$ cat config.mk
export PLATFORM = sky130hd
export DESIGN_NAME = mem_bus_arbiter
export DESIGN_NICKNAME = d
export VERILOG_FILES = /design/src/rtl/mem_bus_arbiter.sv
export SDC_FILE = /design/constraint.sdc
export NUM_CORES = 1
export LEC_CHECK = 0
export BUFFER_PORTS_ARGS = -buffer_cell sky130_fd_sc_hd__buf_4
export CAP_MARGIN = 20
export CORE_MARGIN = 2
export CORE_UTILIZATION = 40
export CTS_BUF_LIST = sky130_fd_sc_hd__clkbuf_16
export CTS_CLUSTER_SIZE = 10
export DETAILED_ROUTE_END_ITERATION = 7
export GPL_TIMING_DRIVEN = 0
export PLACE_DENSITY = 0.71
export SLEW_MARGIN = 30
export SYNTH_ARGS = -nofsm -noshare
export SYNTH_HDL_FRONTEND = slang
export SYNTH_SLANG_ARGS = --single-unit
$ cat constraint.sdc
create_clock -name clk -period 7.3 [get_ports clk]
set_input_delay 1.46 -clock clk [delete_from_list [all_inputs] [get_ports clk]]
set_output_delay 1.46 -clock clk [all_outputs]
set_load 0.02 [all_outputs]
$ cat src/rtl/mem_bus_arbiter.sv
// mem_bus_arbiter: shares one handshake memory bus between the fetch port and the data port
//   clk, rst                 : clock, asynchronous active-high reset
//   flush_i                  : cancels a pending fetch result
//   inst_* / stallreq_inst_o : fetch port and its stall request
//   data_* / stallreq_data_o : data port and its stall request (data has priority)
//   bus_*                    : external bus request/ack handshake
//   MEM_BUS_TIMEOUT_EN       : adds wait counter and bus_err_o timeout pulse
module mem_bus_arbiter #(
  parameter int ADDR_W         = 32,
  parameter int DATA_W         = 32,
  parameter int TIMEOUT_CYCLES = 255
) (
  input  logic              clk,
  input  logic              rst,
  input  logic              flush_i,
  input  logic              inst_ce_i,
  input  logic [ADDR_W-1:0] inst_addr_i,
  output logic [DATA_W-1:0] inst_data_o,
  output logic              stallreq_inst_o,
  input  logic              data_ce_i,
  input  logic              data_we_i,
  input  logic [3:0]        data_sel_i,
  input  logic [ADDR_W-1:0] data_addr_i,
  input  logic [DATA_W-1:0] data_wdata_i,
  output logic [DATA_W-1:0] data_rdata_o,
  output logic              stallreq_data_o,
  output logic              bus_req_o,
  output logic              bus_we_o,
  output logic [3:0]        bus_sel_o,
  output logic [ADDR_W-1:0] bus_addr_o,
  output logic [DATA_W-1:0] bus_wdata_o,
  input  logic              bus_ack_i,
  input  logic [DATA_W-1:0] bus_rdata_i
`ifdef MEM_BUS_TIMEOUT_EN
  ,
  output logic              bus_err_o
`endif
);
  typedef enum logic [2:0] {IDLE, BUSY_D, BUSY_I, DONE_D, DONE_I} state_t;
  state_t state_q, state_d;
  logic drop_q, drop_d, we_q, we_d, busy, timeout, done, drop;
  logic [3:0] sel_q, sel_d;
  logic [ADDR_W-1:0] addr_q, addr_d;
  logic [DATA_W-1:0] wdata_q, wdata_d, drdata_q, drdata_d, irdata_q, irdata_d, rdata_in;
  assign busy = (state_q == BUSY_D) || (state_q == BUSY_I);
`ifdef MEM_BUS_TIMEOUT_EN
  logic [7:0] cnt_q, cnt_d;
  assign cnt_d     = busy ? cnt_q + 8'd1 : 8'd0;
  assign timeout   = busy && (cnt_q == 8'(TIMEOUT_CYCLES - 1));
  assign bus_err_o = timeout & ~bus_ack_i;
  always_ff @(posedge clk or posedge rst)
    if (rst) cnt_q <= '0;
    else cnt_q <= cnt_d;
`else
  assign timeout = 1'b0;
`endif
  assign done     = busy & (bus_ack_i | timeout);
  assign rdata_in = bus_ack_i ? bus_rdata_i : '0;
  // a flush arriving in the ack cycle itself still cancels the fetch result
  assign drop     = drop_q | flush_i;
  always_comb begin
    state_d  = state_q;
    drop_d   = drop_q;
    addr_d   = addr_q;
    we_d     = we_q;
    sel_d    = sel_q;
    wdata_d  = wdata_q;
    drdata_d = drdata_q;
    irdata_d = irdata_q;
    case (state_q)
      IDLE: begin
        if (data_ce_i) begin
          state_d = BUSY_D;
          addr_d  = data_addr_i;
          we_d    = data_we_i;
          sel_d   = data_sel_i;
          wdata_d = data_wdata_i;
        end else if (inst_ce_i) begin
          state_d = BUSY_I;
          addr_d  = inst_addr_i;
          we_d    = 1'b0;
          sel_d   = 4'b1111;
          wdata_d = '0;
        end
      end
      BUSY_D: begin
        state_d  = done ? DONE_D : BUSY_D;
        drdata_d = done ? (we_q ? '0 : rdata_in) : drdata_q;
      end
      BUSY_I: begin
        state_d  = done ? (drop ? IDLE : DONE_I) : BUSY_I;
        irdata_d = (done && !drop) ? rdata_in : irdata_q;
        drop_d   = done ? 1'b0 : drop;
      end
      default: state_d = IDLE;
    endcase
  end
  always_ff @(posedge clk or posedge rst)
    if (rst) begin
      state_q  <= IDLE;
      drop_q   <= 1'b0;
      addr_q   <= '0;
      we_q     <= 1'b0;
      sel_q    <= '0;
      wdata_q  <= '0;
      drdata_q <= '0;
      irdata_q <= '0;
    end else begin
      state_q  <= state_d;
      drop_q   <= drop_d;
      addr_q   <= addr_d;
      we_q     <= we_d;
      sel_q    <= sel_d;
      wdata_q  <= wdata_d;
      drdata_q <= drdata_d;
      irdata_q <= irdata_d;
    end
  assign bus_req_o       = busy;
  assign bus_we_o        = we_q;
  assign bus_sel_o       = sel_q;
  assign bus_addr_o      = addr_q;
  assign bus_wdata_o     = wdata_q;
  assign data_rdata_o    = drdata_q;
  assign inst_data_o     = irdata_q;
  assign stallreq_data_o = data_ce_i & (state_q != DONE_D);
  assign stallreq_inst_o = inst_ce_i & (state_q != DONE_I);
endmodule

# Word level (Yosys, flattened, before mapping)
# Index checks and enable logic that the tools add are counted.
[op_classes]
reduce_logical = 8
eq_ne = 5
n_lt_le_gt_ge = 0
bitwise = 4
n_shift = 0
div = 0
muxes = 17
add_sub_neg = 0
multipliers = 0
[op_table]
columns = ["operator", "count"]
rows = [
  ["2-to-1 mux 32 bit", 6],
  ["2-to-1 mux 3 bit", 4],
  ["case mux 3 bit (3 select lines)", 1],
  ["2-to-1 mux 4 bit", 2],
  ["!= test 3 bit (second input constant)", 2],
  ["AND reduction 2 bit", 3],
  ["bitwise AND 1 bit", 3],
  ["equality test 3 x 1 -> 1 bit (second input constant)", 1],
  ["equality test 3 x 2 -> 1 bit (second input constant)", 1],
  ["logical NOT 3 bit", 1],
  ["2-to-1 mux 1 bit", 3],
  ["!= test 3 x 2 -> 1 bit (second input constant)", 1],
  ["2-to-1 mux 2 bit", 1],
  ["nonzero test 2 bit", 1],
  ["logical AND 1 bit", 1],
  ["logical NOT 1 bit", 1],
  ["logical OR 1 bit", 1],
  ["bitwise OR 1 bit", 1],
]
[word_totals]
latchBits = 0
mem_bits_rw = 0
reg_bits = 137
elab_cells = 42
romBits = 0
mem_count = 0
inputBits = 139
out_inout_bits = 136

# Logic depth before layout (Yosys ltp)
# Gate-level depths: netlist (run 1).
[logic_depth]
word_depth = 5
mapped_depth = 6
mapped_depth_nobuf = 3

# Worst setup path before layout (run 1)
# No wires, ideal clock.
[synth_timing]
path_kind = "input to output"
start = "input port data_ce_i"
end = "output port stallreq_data_o"
slack_ns = 3.618
path_stages = 3
arrival_time_ns = 2.222
path_buffers = 2
path_cell_list = "buf_2 -> buf_1 -> o21a_1"
[synth_via]
elab_chain_len = 1
[synth_lines]
columns = ["element", "line_no", "text"]
rows = [
  ["start, declared", "20", "input logic data_ce_i,"],
  ["bitwise AND 1 bit", "125", "assign stallreq_data_o = data_ce_i & (state_q != DONE_D);"],
  ["end, declared", "26", "output logic stallreq_data_o,"],
]
# Every way passes these cells.

# Final worst setup path (run 1)
# Ends and elaborated chain as after synthesis.

==> metrics.txt, run 1 <==
Die Wd=~120 um; vias in the first global route=4572; initial antenna violation count=0; #FFs+latches synth=137; warnings from Yosys=0; Clock Path Buffers=2; ys async rst share=100%; EDFF count, synth=0; clk slew on worst S/H paths=0.05 ns; Max Cap Viol=0; post-synthesis cell type count=25; Core Footprint=approximately 14000 sq um; wire per inst=17.1 um; Setup Buffers After CTS=0; Ant. Diodes=0; Top Metal Used=met4; initial core utilization=40.8%; later-pin clock latency in the skew report=~0.41 ns; net count after synthesis=around 560; Worst Path Max Fanout=10; Hold Crit Class=flip-flop to flip-flop; WS Path Type=input pin to output port; IO buf count=roughly 270; share of post-route cells with drive strength above 1=57.6%; Fin. Hold Viols=0; DR DRC count=0; CTS resizes=0; number of buffers created by CTS=17; HPWL Detailed=11700 um; RePlAce Congestion=0.743; nets@finish=855; DR vias/cell=between 4 and 5; kind of start point of the critical path=input pin; outcome=completed; Die Ht=123 um; Arr. time, crit path=2.53 ns; Total GRT Usage=roughly a fifth; Post-synth top cells=137 x dfrtp_1, 96 x mux2_2; prevailing post-synth register cell=dfrtp_1; setup TNS=0 ns; post-route clock period utilization=between 50 and 60%; Clock Skews=between 0.008 and 0.009 ns; WL met1=around 5700 um; Routed WL=15600 um; total number of vias=around 4400; metal3 WL=~1700 um; final setup violation count=0; # rows=43; sequential area share after synthesis=60.5%; CTS tree=yes; global-route wire length before repair=approximately 23000 um; Max H-tree Level=4; pin count of the biggest net entering global routing=83; Synth Cell Area=5670 sq um; Synth Instances=422; cells taking the most area after synthesis=dfrtp_1 60%, mux2_2 19%, a22o_1 5.1%; IO Pins=275; Req. time, crit path=slightly below 6 ns; Max Freq=251 MHz; cell with the most instances after synthesis=dfrtp_1; CTS Sinks=137; endpoint type of the worst setup path=output port; share of the synthesized area in the top cell type=roughly three fifths; drt pass-1 iters=4; RSZ-0062 raised after global routing=false; met2 WL post-DR=7940 um; Synth area leader=dfrtp_1; min cycle time layout=3.99 ns; remaining global-route overflow=0; Pleak=4.24 nW; hold buffer count at cts=0; synthesized area per cell=between 10 and 15 sq um; DIE AREA=roughly 15000 sq um; Slew Limit Fails=0; Starting DRT DRC Count=148; Slew HR=around half; PD cells=467 nW/um^2; fillcell total=approximately 1100; Routed Antenna Nets=0; Hold WS=0.487 ns; Root Driver=clkbuf_16; Slew @ Worst Pin=0.756 ns; Layout Area Growth over Synthesis=52.1%; maximum VDD drop=0.000276 V
-- placed cells by master (no fill, tap or decap), types with 2 or more instances in the layout --
cell and instances:
clkinv_1 3, a31oi_1 2, buf_4 274, mux2_2 96
nand2_1 33, clkinv_4 2, nand2b_1 33, clkinv_2 2
clkinvlp_4 2, a22o_1 33, buf_6 7, nor2_1 6
a21oi_1 2, inv_1 3, buf_2 10, clkbuf_1 12
bufinv_16 5, clkbuf_16 17, o22a_1 4, o21ai_0 33
dfrtp_1 137
-- kinds of logic after synthesis --
group	Yosys count	share of synthesized area, %
AO/OA/AOI/OAI	76	9.30
XOR/XNOR	1	0.155
buffers and inverters	33	3.33
flip-flops	137	60.5
multiplexers	96	19.1
AND/OR/NAND/NOR	79	7.64
-- report_power, final --
part / leakage, nW / switching, W / internal [W] / total (W)
Combinational: 2.25 / 0.000938 / 0.000865 / 0.00180
Sequential: 1.69 / 0.000195 / 0.00111 / 0.00130
Clock: 0.307 / 0.000316 / 0.000600 / 0.000917
-- layer usage --
metal  up-vias  global-route usage, %
met5         -                      0
met4         0                   7.39
met3        20                   8.12
met2       184                   35.9
met1      2115                   21.9
li1       2070                      -
-- final timing paths --
path / startpoint / endpoint / slack (ns) / depth (start not counted)
worst max-delay path: data_ce_i / stallreq_data_o / 3.32 / 5
worst min-delay path: data_rdata_o[0] / data_rdata_o[0] / 0.49 / 2
worst max register to register: state_q[0] / bus_addr_o[25] / 5.39 / 4
worst min register to register: data_rdata_o[0] / data_rdata_o[0] / 0.49 / 2
max in group asynchronous: rst / state_q[1] / 5.52 / 3
min in group asynchronous: rst / bus_wdata_o[2] / 1.05 / 2
-- registers in the layout (all words and copies together), names as in the netlist --
register      cells
bus_we_o          1
bus_addr_o       32
data_rdata_o     32
bus_sel_o         4
bus_wdata_o      32
state_q           3
drop_q            1
inst_data_o      32
-- layout make-up --
type                       instances  area (sq um)  share of cell area [%]
sequential                       137          3430                    39.8
multi-input combinational        252          2050                    23.8
clock inverter                    15           208                    2.41
inverter                           3          18.8                   0.218
timing repair buffer             275          2080                    24.2
tap                              180           225                    2.61
buffer                            30           178                    2.06
clock buffer                      17           425                    4.94
-- critical path: stages --
cell and delay, ns:
buf_4 0.09, buf_2 0.24, buf_1 0.41, o21a_1 0.19, buf_4 0.14
-- through the flow --
stage	utilization [%]	cells	worst slack (ns)	power, W	area (sq um)
global route	62.1	909	3.19	0.00425	8620
global placement	57.3	876	0.762	0.00309	7950
detailed placement	57.5	877	3.27	0.00314	7980
CTS	62.1	909	3.27	0.00407	8620
finish	62.1	909	3.32	0.00402	8620
floorplan	-	422	2.17	0.00232	5670
Power figures use the tool's default switching activity.
==> inputs of run 2 (changes only) <==
- clock period: 7.3 -> 3.7 ns (I/O delays scaled with it)
==> metrics.txt, run 2 (same netlist as run 1, synthesis figures left out) <==
outcome=completed; CTS resizes=0 (unchanged); Hold WS=0.323 ns (-0.164 ns); Routed WL=15200 um (-2.3%); later-pin clock latency in the skew report=0.41 ns (about the same); Slew @ Worst Pin=0.698 ns (-0.0580 ns); Starting DRT DRC Count=176 (+19%); vias in the first global route=4502 (-1.5%); wire per inst=16.7 um (-2.6%); Pleak=4.27 nW (+0.70%); nets@finish=859 (+0.47%); CP max stage cell=buf_1; min cycle time layout=~2.6 ns; final core utilization=62.6% (+0.53 points); fin area=8690 sq um (+0.86%); kind of start point of the critical path=input pin; fillcell total=1153 (+2.5%); setup TNS=0 ns (unchanged); maximum VDD drop=0.000483 V (+75%); IO Pins=275 (unchanged); CTS tree=yes; Slew Limit Fails=0 (unchanged); CP most frequent cell=buf_4; Total GRT Usage=20.2% (-0.13 points); initial antenna violation count=0 (unchanged); PD cells=908 nW/um^2 (+94%); initial core utilization=40.8% (unchanged); IO buf count=274 (unchanged); Routed Antenna Nets=0 (unchanged); Ant. Diodes=0 (unchanged); Fin. Hold Viols=0 (unchanged); CTS Sinks=137 (unchanged); Arr. time, crit path=1.84 ns (-0.69 ns); WS Path Type=input pin to output port; DR vias/cell=4.84 (+0.31%); DIE AREA=15100 sq um (unchanged); Req. time, crit path=2.96 ns (-2.88 ns); hold buffer count at cts=0 (unchanged); Root Driver=clkbuf_16; CP Cell Sequence=buf_4 -> buf_2 -> buf_1 -> o21a_1 -> buf_4; commonest cells after routing, fill and taps aside=274 x buf_4, 137 x dfrtp_1, 96 x mux2_2; RePlAce Congestion=0.750 (+0.97%); RSZ-0062 raised after global routing=false; number of buffers created by CTS=17 (unchanged); Clock Path Buffers=2 (unchanged); area of the multi-input gates=2050 sq um (unchanged); Finished Layout Cells=912 (+0.33%); Max H-tree Level=4 (unchanged); commonest non-fill, non-tap cell in the layout=buf_4; Die Ht=123 um (unchanged); Layout Area Growth over Synthesis=53.4%; HPWL Detailed=11900 um (+1.5%); Die Wd=123 um (unchanged); register area=3430 sq um (unchanged); Slew HR=53.1% (+3.6 points); Post-Place Cells=881 (+0.46%); Core Footprint=13900 sq um (unchanged); global-route wire length before repair=23000 um (-1.8%); Setup Buffers After CTS=0 (unchanged); drt pass-1 iters=4 (unchanged); Max Cap Viol=0 (unchanged); Max Freq=388 MHz; DP Area=8070 sq um (+1.0%); endpoint type of the worst setup path=output port; pin count of the biggest net entering global routing=31 (-63%); total number of vias=4417 (+0.64%); clk slew on worst S/H paths=0.06 ns (about the same); Worst Path Max Fanout=10 (unchanged); remaining global-route overflow=0 (unchanged); Hold Crit Class=input pin to async pin; # rows=43 (unchanged); Clock Skews=0.00715 ns (-0.000855 ns); post-route clock period utilization=69.7%; slowest cell delay on critical path=0.45 ns (+0.04 ns); share of post-route cells with drive strength above 1=58.2% (+0.58 points); DR DRC count=0 (unchanged); final setup violation count=0 (unchanged)
[run 2: critical path, delay by kind of cell]
family	cells	cell delay (ns)
compound gates	1	0.19
buf+inv	4	0.90
[run 2: final timing paths]
check | startpoint | end | slack (ns) | depth (start not counted)
max | data_ce_i | stallreq_data_o | 1.12 | 5
min | rst | bus_wdata_o[11] | 0.32 | 2
max reg2reg | state_q[0] | bus_addr_o[20] | 1.82 | 4
min reg2reg | data_rdata_o[5] | data_rdata_o[5] | 0.48 | 2
max in group asynchronous | rst | inst_data_o[23] | 2.66 | 4
min in group clk | data_rdata_o[5] | data_rdata_o[5] | 0.48 | 2
[run 2: metrics by stage]
| step | setup slack (ns) | power [W] |
|---|---|---|
| after floorplan | 1.25 | 0.00458 |
| after global placement | 0.422 | 0.00608 |
| after detailed placement | 1.09 | 0.00618 |
| after CTS | 1.10 | 0.00799 |
| after global routing | 0.984 | 0.00835 |
| final | 1.12 | 0.00789 |
[run 2: layout make-up]
cell class	instances	share of cell area, %
inverter	3	0.173
sequential	137	39.4
timing repair buffer	279	25.0
tap	180	2.59
multi-input combinational	252	23.6
clock buffer	17	4.89
clock inverter	14	2.27
buffer	30	2.04
[run 2: where the power goes]
group / total (W) / switching (W) / internal [W]
combinational: 0.00354 / 0.00183 / 0.00171
sequential: 0.00257 / 0.000382 / 0.00219
clock: 0.00177 / 0.000644 / 0.00113
total: 0.00789 / 0.00286 / 0.00503
[run 2: metal layers]
metal	global-route usage [%]	routed length [um]	vias to the layer above
li1	-	-	2087
met1	22.1	5640	2123
met2	35.1	7780	190
met5	0	0	-
met3	8.26	1570	17
met4	7.67	219	0
